--- config.mk ---
export PLATFORM = sky130hd
export DESIGN_NAME = title_sequencer
export DESIGN_NICKNAME = d
export VERILOG_FILES = /design/src/rtl/title_sequencer.sv
export SDC_FILE = /design/constraint.sdc
export NUM_CORES = 1
export LEC_CHECK = 0
export ABC_AREA = 1
export CORE_MARGIN = 1
export CORE_UTILIZATION = 53
export DETAILED_ROUTE_END_ITERATION = 12
export MAX_ROUTING_LAYER = met4
export PLACE_DENSITY_LB_ADDON = 0.1
export SLEW_MARGIN = 20
export SYNTH_ARGS = -nofsm -noshare
export SYNTH_HDL_FRONTEND = slang
export SYNTH_SLANG_ARGS = --single-unit
export TNS_END_PERCENT = 5
--- constraint.sdc ---
create_clock -name clk -period 2.1 [get_ports clk]
set_input_delay 0.21 -clock clk [delete_from_list [all_inputs] [get_ports clk]]
set_output_delay 0.21 -clock clk [all_outputs]
set_load 0.005 [all_outputs]
--- src/rtl/title_sequencer.sv ---
// Title-screen sequencer: scrolls the banner in, holds it, blinks the
// "press start" prompt, and on a debounced press scrolls the banner out
// and pulses game_start. Re-arms on game_over.
module title_sequencer #(
    parameter int unsigned SCREEN_H        = 480,
    parameter int unsigned TARGET_X        = 160,
    parameter int unsigned TARGET_Y        = 100,
    parameter int unsigned SCROLL_STEP     = 4,
    parameter int unsigned HOLD_FRAMES     = 60,
    parameter int unsigned BLINK_HALF      = 30,
    parameter int unsigned DEBOUNCE_FRAMES = 3
) (
    input  logic       clk,
    input  logic       rst_n,
    input  logic       frame_tick,
    input  logic       start_btn,
    input  logic       game_over,
    output logic [9:0] origin_x,
    output logic [9:0] origin_y,
    output logic       banner_en,
    output logic       prompt_en,
    output logic       game_start,
    output logic       in_title,
    output logic [2:0] state
);

    typedef enum logic [2:0] {
        ST_SCROLL = 3'd0,
        ST_HOLD   = 3'd1,
        ST_PROMPT = 3'd2,
        ST_EXIT   = 3'd3,
        ST_GAME   = 3'd4
    } state_e;

    localparam int HOLD_W  = $clog2(HOLD_FRAMES + 1);
    localparam int BLINK_W = $clog2(BLINK_HALF + 1);
    localparam int DEB_W   = $clog2(DEBOUNCE_FRAMES + 1);

    localparam logic [9:0]         SCREEN_Y  = 10'(SCREEN_H);
    localparam logic [9:0]         TGT_X     = 10'(TARGET_X);
    localparam logic [9:0]         TGT_Y     = 10'(TARGET_Y);
    localparam logic [9:0]         STEP      = 10'(SCROLL_STEP);
    localparam logic [9:0]         SNAP_Y    = 10'(TARGET_Y + SCROLL_STEP);
    localparam logic [HOLD_W-1:0]  HOLD_MAX  = HOLD_W'(HOLD_FRAMES);
    localparam logic [BLINK_W-1:0] BLINK_MAX = BLINK_W'(BLINK_HALF);
    localparam logic [DEB_W-1:0]   DEB_MAX   = DEB_W'(DEBOUNCE_FRAMES);

    state_e             state_q, state_d;
    logic [9:0]         y_q, y_d;
    logic               banner_q, banner_d;
    logic               prompt_q, prompt_d;
    logic               gs_q, gs_d;
    logic               in_title_q, in_title_d;
    logic [HOLD_W-1:0]  hold_q, hold_d;
    logic [BLINK_W-1:0] blink_q, blink_d;
    logic [DEB_W-1:0]   high_q, high_d;
    logic               armed_q, armed_d;
    logic               sync1_q, sync2_q;
    logic               press;

    // Two-flop synchronizer for the raw asynchronous button.
    // NOTE: sequential state uses non-blocking (<=) so every flop samples pre-edge values.
    always_ff @(posedge clk or negedge rst_n) begin
        if (!rst_n) begin
            sync1_q <= 1'b0;
            sync2_q <= 1'b0;
        end else begin
            sync1_q <= start_btn;
            sync2_q <= sync1_q;
        end
    end

    // Debouncer: per-frame sampling, one press per hold, re-armed by a low sample.
    // NOTE: every always_comb output gets a default first so no latch is inferred.
    always_comb begin
        high_d  = high_q;
        armed_d = armed_q;
        press   = 1'b0;
        if (frame_tick) begin
            if (!sync2_q) begin
                armed_d = 1'b1;
                high_d  = '0;
            end else begin
                if (high_q != DEB_MAX) high_d = high_q + 1'b1;
                if (armed_q && high_d == DEB_MAX) begin
                    press   = 1'b1;
                    armed_d = 1'b0;
                end
            end
        end
    end

    // Sequencer next-state and registered-output logic.
    always_comb begin
        state_d    = state_q;
        y_d        = y_q;
        banner_d   = banner_q;
        prompt_d   = prompt_q;
        gs_d       = 1'b0;
        in_title_d = in_title_q;
        hold_d     = hold_q;
        blink_d    = blink_q;
        unique case (state_q)
            ST_SCROLL, ST_HOLD: begin
                if (frame_tick) begin
                    if (press) begin
                        // Skip straight to the prompt; this press does not start the game.
                        y_d      = TGT_Y;
                        state_d  = ST_PROMPT;
                        prompt_d = 1'b1;
                        blink_d  = '0;
                    end else if (state_q == ST_SCROLL) begin
                        if (y_q <= SNAP_Y) begin
                            y_d     = TGT_Y;
                            state_d = ST_HOLD;
                            hold_d  = '0;
                        end else begin
                            y_d = y_q - STEP;
                        end
                    end else begin
                        hold_d = hold_q + 1'b1;
                        if (hold_d == HOLD_MAX) begin
                            state_d  = ST_PROMPT;
                            prompt_d = 1'b1;
                            blink_d  = '0;
                        end
                    end
                end
            end
            ST_PROMPT: begin
                if (frame_tick) begin
                    if (press) begin
                        state_d  = ST_EXIT;
                        prompt_d = 1'b0;
                    end else begin
                        blink_d = blink_q + 1'b1;
                        if (blink_d == BLINK_MAX) begin
                            blink_d  = '0;
                            prompt_d = ~prompt_q;
                        end
                    end
                end
            end
            ST_EXIT: begin
                if (frame_tick) begin
                    if (y_q == '0) begin
                        state_d    = ST_GAME;
                        banner_d   = 1'b0;
                        in_title_d = 1'b0;
                        gs_d       = 1'b1;
                    end else begin
                        y_d = (y_q < STEP) ? '0 : y_q - STEP;
                    end
                end
            end
            ST_GAME: begin
                // game_over acts on any cycle, not just frame ticks.
                if (game_over) begin
                    state_d    = ST_SCROLL;
                    y_d        = SCREEN_Y;
                    banner_d   = 1'b1;
                    in_title_d = 1'b1;
                end
            end
            default: state_d = ST_SCROLL;
        endcase
    end

    // State, counter and output registers.
    always_ff @(posedge clk or negedge rst_n) begin
        if (!rst_n) begin
            state_q    <= ST_SCROLL;
            y_q        <= SCREEN_Y;
            banner_q   <= 1'b1;
            prompt_q   <= 1'b0;
            gs_q       <= 1'b0;
            in_title_q <= 1'b1;
            hold_q     <= '0;
            blink_q    <= '0;
            high_q     <= '0;
            armed_q    <= 1'b0;
        end else begin
            state_q    <= state_d;
            y_q        <= y_d;
            banner_q   <= banner_d;
            prompt_q   <= prompt_d;
            gs_q       <= gs_d;
            in_title_q <= in_title_d;
            hold_q     <= hold_d;
            blink_q    <= blink_d;
            high_q     <= high_d;
            armed_q    <= armed_d;
        end
    end

    assign origin_x   = TGT_X;
    assign origin_y   = y_q;
    assign banner_en  = banner_q;
    assign prompt_en  = prompt_q;
    assign game_start = gs_q;
    assign in_title   = in_title_q;
    assign state      = state_q;

endmodule

* After elaboration in Yosys (flattened, before gate mapping) *
Cells that the tools add are included.

word-level totals
  output and inout bits = 27
  register bits after elaboration = 32
  word-level logic and storage cells = 111

operators by class
  bitwise logic cells = 2
  reduce and logical (&&, ||, !) cells = 14
  eq/ne operators = 24
  $add $sub $neg = 4
  order comparisons = 2
  mux-type cells = 54

operators with widths
  operator               number
  $mux 10                8
  $mux 5                 7
  $mux 3                 10
  $pmux 10 s3            1
  $mux 1                 18
  $ne 2x2->1 const B     9
  $reduce_and 6->1       3
  $mux 6                 2
  $ne 3x3->1 const B     4
  $pmux 3 s4             1
  $le 10x7->1 const B    1
  $logic_not 10->1       1
  $lt 10x3->1 const B    1
  $pmux 5 s2             1
  $sub 10x3->10 const B  1
  $mux 2                 4
  $ne 4x4->1 const B     2
  $reduce_and 4->1       2
  $reduce_and 8->1       1
  $add 6x1->6 const B    1
  $eq 3x2->1 const B     2
  $eq 6x6->1 const B     1
  $add 5x1->5 const B    1
  $eq 5x5->1 const B     1
  13 further kinds       17

* Longest topological paths before layout *
  word-level depth = 12
  depth in mapped cells = 11
  mapped depth without buffers = 11

* Worst setup path after synthesis *
Ideal clock, no wire load.

  path type = register to register
  start point = register y_q[2] (netlist: origin_y[2])
  end point = register state_q[1] (netlist: state[1])
  data required time = 1,983 ps
  stages on the path, launching flop included = 12
  clock period less this slack = 1,572 ps
  arrival time = 1,455 ps
  path slack = 528 ps
  cells stage by stage = dfrtp_1 -> inv_1 -> ha_1 -> nand2_1 -> nor2_1 -> nand2_1 -> nand2_1 -> nand2_1 -> nor2_2 -> nand2_1 -> nand2_1 -> nand2_1

between the ends
  word-level cells in the longest chain between the ends = 3
  elaborated cells between the ends (all ways) = 5
  those cells by class = 1 x order compare; 2 x eq/ne; 2 x reduce/logical

ends and longest elaborated chain
  item                                                       line      RTL
  from (decl)                                                49        logic [9:0] y_q, y_d;
  from (signal assigned)                                     184       y_q <= y_d;
  $le 10x7->1 / $logic_not 10->1 (equally long branches)     113, 146
  $ne 4x4->1 (no line) / $ne 2x2->1 (equally long branches)  --
  $reduce_and 8->1 (no line) *                               --
  to (signal assigned)                                       183       state_q <= state_d;
  to (decl)                                                  48        state_e state_q, state_d;

Mark *: on every way between the ends. The rest lies on a longest branch, timed or not.
A chain may end at the register's enable or synchronous reset.

* Worst setup path in the final report *
  start point = register y_q[2] (netlist: origin_y[2])
  end point = register y_q[2] (netlist: origin_y[2])

between the ends
  word-level cells in the longest chain between the ends = 6
  elaborated cells between the ends (all ways) = 14
  those cells by class = 1 x add/sub; 2 x order compare; 1 x eq/ne; 8 x mux; 2 x reduce/logical

ends and longest elaborated chain
  item                                                 line           RTL
  $sub 10x3->10 / $le 10x7->1 (equally long branches)  118, 152, 113
  $mux 10                                              113            if (y_q <= SNAP_Y) begin
  $mux 10                                              112            end else if (state_q == ST_SCROLL) begin
  $mux 10                                              106            if (press) begin
  $mux 10                                              105            if (frame_tick) begin
  $pmux 10 s3                                          103            unique case (state_q)

Parallel ways exist; a longest one is shown, timed or not. The select of a mux whose other input is x is not followed.

==> flow_summary.json <==
{
  "fin_setup_tns_ns": 0,
  "core_mm2": 0.00347,
  "clk_path_buf_depth": 2,
  "synth_largest_area_cell": "dfrtp_1",
  "grt_pass1_wl_um": 6810,
  "synth_area_leaders": "dfrtp_1 31%, nand2_1 16%, dfstp_2 6.6%",
  "drt-wirelength-per-cell_um": 11.0,
  "internal-power_mw": 1.69,
  "hold_viol": 0,
  "min_path_type": "in -> async",
  "finalClockSkew_ns": 0.0125,
  "cts_setup_buffers": 0,
  "io_pins": 32,
  "yosysTopAreaCellShare": 0.315,
  "p_sw_mw": 1.28,
  "syn-cell-area_mm2": 0.00199,
  "dp_hpwl_um": 2910,
  "die_x_um": 63.2,
  "vias": 1772,
  "critical_path.max_fanout": 5,
  "final_antenna_net_count": 0,
  "seq_power_share": 0.349,
  "utilization": 0.657,
  "fin_crit_ns": 1.85,
  "cts_max_level": 2,
  "powerDensity_mw_per_mm2": 1300,
  "crit_path_start_kind": "register",
  "dp_cells": 345,
  "syn_to_final_growth_pct": 14.6,
  "ir_drop_mv": 0.659,
  "grt_max_degree": 31,
  "required_ns": 2.30,
  "ys_seq_area_frac": 0.381,
  "worstSetupPathType": "reg -> reg",
  "antenna_cells": 0,
  "io_buffers": 19,
  "p_total_mw": 2.96,
  "die_y_um": 63.2,
  "holdBufCountCts": 0,
  "root_buffer": "clkbuf_8",
  "cellLeakagePower_nw": 1.15,
  "viasPerCell": 5.02,
  "rr_worst_depth": 9,
  "slew_viol_final": 0,
  "endpoint_kind": "register",
  "timing.final.setup_violations": 0,
  "synth-seq-cells": 30,
  "drt-total-wl_um": 3870,
  "cts_sinks": 30,
  "rsz0062_at_grt": "no",
  "synth_cell_type_count": 28,
  "first_iter_violations": 82,
  "netlist_instances": 281,
  "drc": 0,
  "p_clk_frac": 0.161,
  "fmax_mhz": 540,
  "start_util": 0.573,
  "cp.arrival_ns": 2.05,
  "clk_latency_ns": 0.28,
  "drive_gt1_frac": 0.0847,
  "path_clk_slew_ns": 0.07,
  "gp_congestion": 0.932,
  "power_frac_comb": 0.490,
  "grt_pass1_vias": 1533,
  "cts_resized": 0,
  "period_share": 0.881,
  "dieArea_mm2": 0.00400,
  "p_sw_frac": 0.431,
  "fin_nets": 316,
  "numCtsBuffers": 5,
  "rows": 21,
  "ys_warn_count": 0,
  "tritoncts": "done",
  "overflow": 0,
  "dr.pass1.iters": 5,
  "cap_violations": 0,
  "instances_no_fill": 353,
  "fillers": 313,
  "status": "finished clean",
  "grtUsageTotal": 0.223,
  "antenna_found_initial": 0,
  "syn_area_per_cell_um2": 7.08
}
through the flow:
stage / hold slack [ns] / setup slack, ns / instance area (um^2)
after floorplan: -0.0856 / 0.528 / 2030
after global placement: 0.338 / 0.250 / 2190
after detailed placement: 0.347 / 0.217 / 2190
after CTS: 0.332 / 0.280 / 2280
after global routing: 0.353 / 0.120 / 2280
final: 0.315 / 0.249 / 2280
power groups by stage:
stage               logic, mW  registers [mW]  clock network, mW
floorplan                1.05           0.992                  0
global placement         1.44            1.05                  0
detailed placement       1.45            1.05                  0
CTS                      1.46            1.04              0.493
global route             1.65            1.07              0.519
finish                   1.45            1.04              0.477
sequential cells by signal, indices dropped and copies added, names as in the netlist:
| signal | flops |
|---|---|
| sync1_q | 1 |
| hold_q | 6 |
| sync2_q | 1 |
| blink_q | 5 |
| in_title | 1 |
| game_start | 1 |
| high_q | 2 |
| prompt_en | 1 |
| origin_y | 8 |
| armed_q | 1 |
| state | 3 |
worst paths after layout:
path / start / end / slack [ns]
worst max-delay path: origin_y[2] / origin_y[2] / 0.25
worst min-delay path: rst_n / origin_y[4] / 0.32
worst max register to register: origin_y[2] / origin_y[2] / 0.25
worst min register to register: sync1_q / sync2_q / 0.37
max in group asynchronous: rst_n / in_title / 1.45
min in group clk: sync1_q / sync2_q / 0.37
cells by family after synthesis:
kind of cell,count (synthesis),share of synthesized area
AND/OR/NAND/NOR,163,0.364
buffers and inverters,47,0.119
AO/OA/AOI/OAI,30,0.0831
flip-flops,30,0.381
adder cells (fa/ha/maj),5,0.0315
XOR/XNOR,4,0.0176
other,2,0.00378
placed cells by master (no fill, tap or decap):
master	Yosys	routed
nand3_1	24	24
xor2_1	3	3
nor2_4	2	2
xnor2_1	1	1
clkdlybuf4s50_1	0	19
clkbuf_8	0	6
buf_4	14	4
nor2_1	33	33
ha_1	5	5
o22ai_1	1	1
nor4_1	1	1
nor3_1	4	4
inv_1	32	32
nand4_1	4	4
conb_1	2	12
o21ai_0	15	15
a22o_1	2	2
nand3b_1	5	5
nor2_8	1	1
nand2_2	3	3
clkbuf_1	0	1
nand2_1	83	83
a21oi_1	9	9
nor2_2	2	2
o21ai_1	1	1
a21oi_2	1	1
clkinv_2	0	1
or2_2	1	1
dfrtp_1	25	25
a22oi_1	1	1
dfstp_2	5	5
cell type report:
| type | count | area, um^2 | area share |
|---|---|---|---|
| Clock buffer | 7 | 86.3 | 0.0379 |
| Clock inverter | 1 | 5.00 | 0.00220 |
| Inverter | 32 | 120 | 0.0527 |
| Multi-Input combinational cell | 214 | 1030 | 0.453 |
| Sequential cell | 30 | 757 | 0.332 |
| Tap cell | 46 | 57.6 | 0.0253 |
| Timing Repair Buffer | 23 | 220 | 0.0966 |
routing by layer:
| layer | vias to the layer above | share of wire | global-route usage |
|---|---|---|---|
| met2 | 44 | 0.48 | 0.360 |
| met1 | 799 | 0.47 | 0.278 |
| met5 | - | 0 | - |
| li1 | 924 | - | - |
| met3 | 5 | 0.040 | 0.0543 |
| met4 | 0 | 0.0090 | 0.0597 |
cell usage after synthesis:
cell / number
nor2_8: 1
a22oi_1: 1
dfstp_2: 5
nand3b_1: 5
buf_4: 14
a21oi_2: 1
nand2_1: 83
ha_1: 5
buf_6: 1
conb_1: 2
nand2_2: 3
xor2_1: 3
nor2_2: 2
o21ai_1: 1
a21oi_1: 9
o21ai_0: 15
a22o_1: 2
nand4_1: 4
nor2_1: 33
nor2_4: 2
or2_2: 1
o22ai_1: 1
nor3_1: 4
dfrtp_1: 25
nand3_1: 24
nor4_1: 1
inv_1: 32
xnor2_1: 1
worst max-delay path, cell delays in order, from the launching register on:
cell     delay [ns]
dfrtp_1        0.36
inv_1          0.10
ha_1           0.23
nand2_1        0.12
nor2_1         0.07
nand3_1        0.12
nand2_1        0.13
nor3_1         0.41
nand2_1        0.11
o21ai_0        0.11
(Power assumes the default switching activity.)
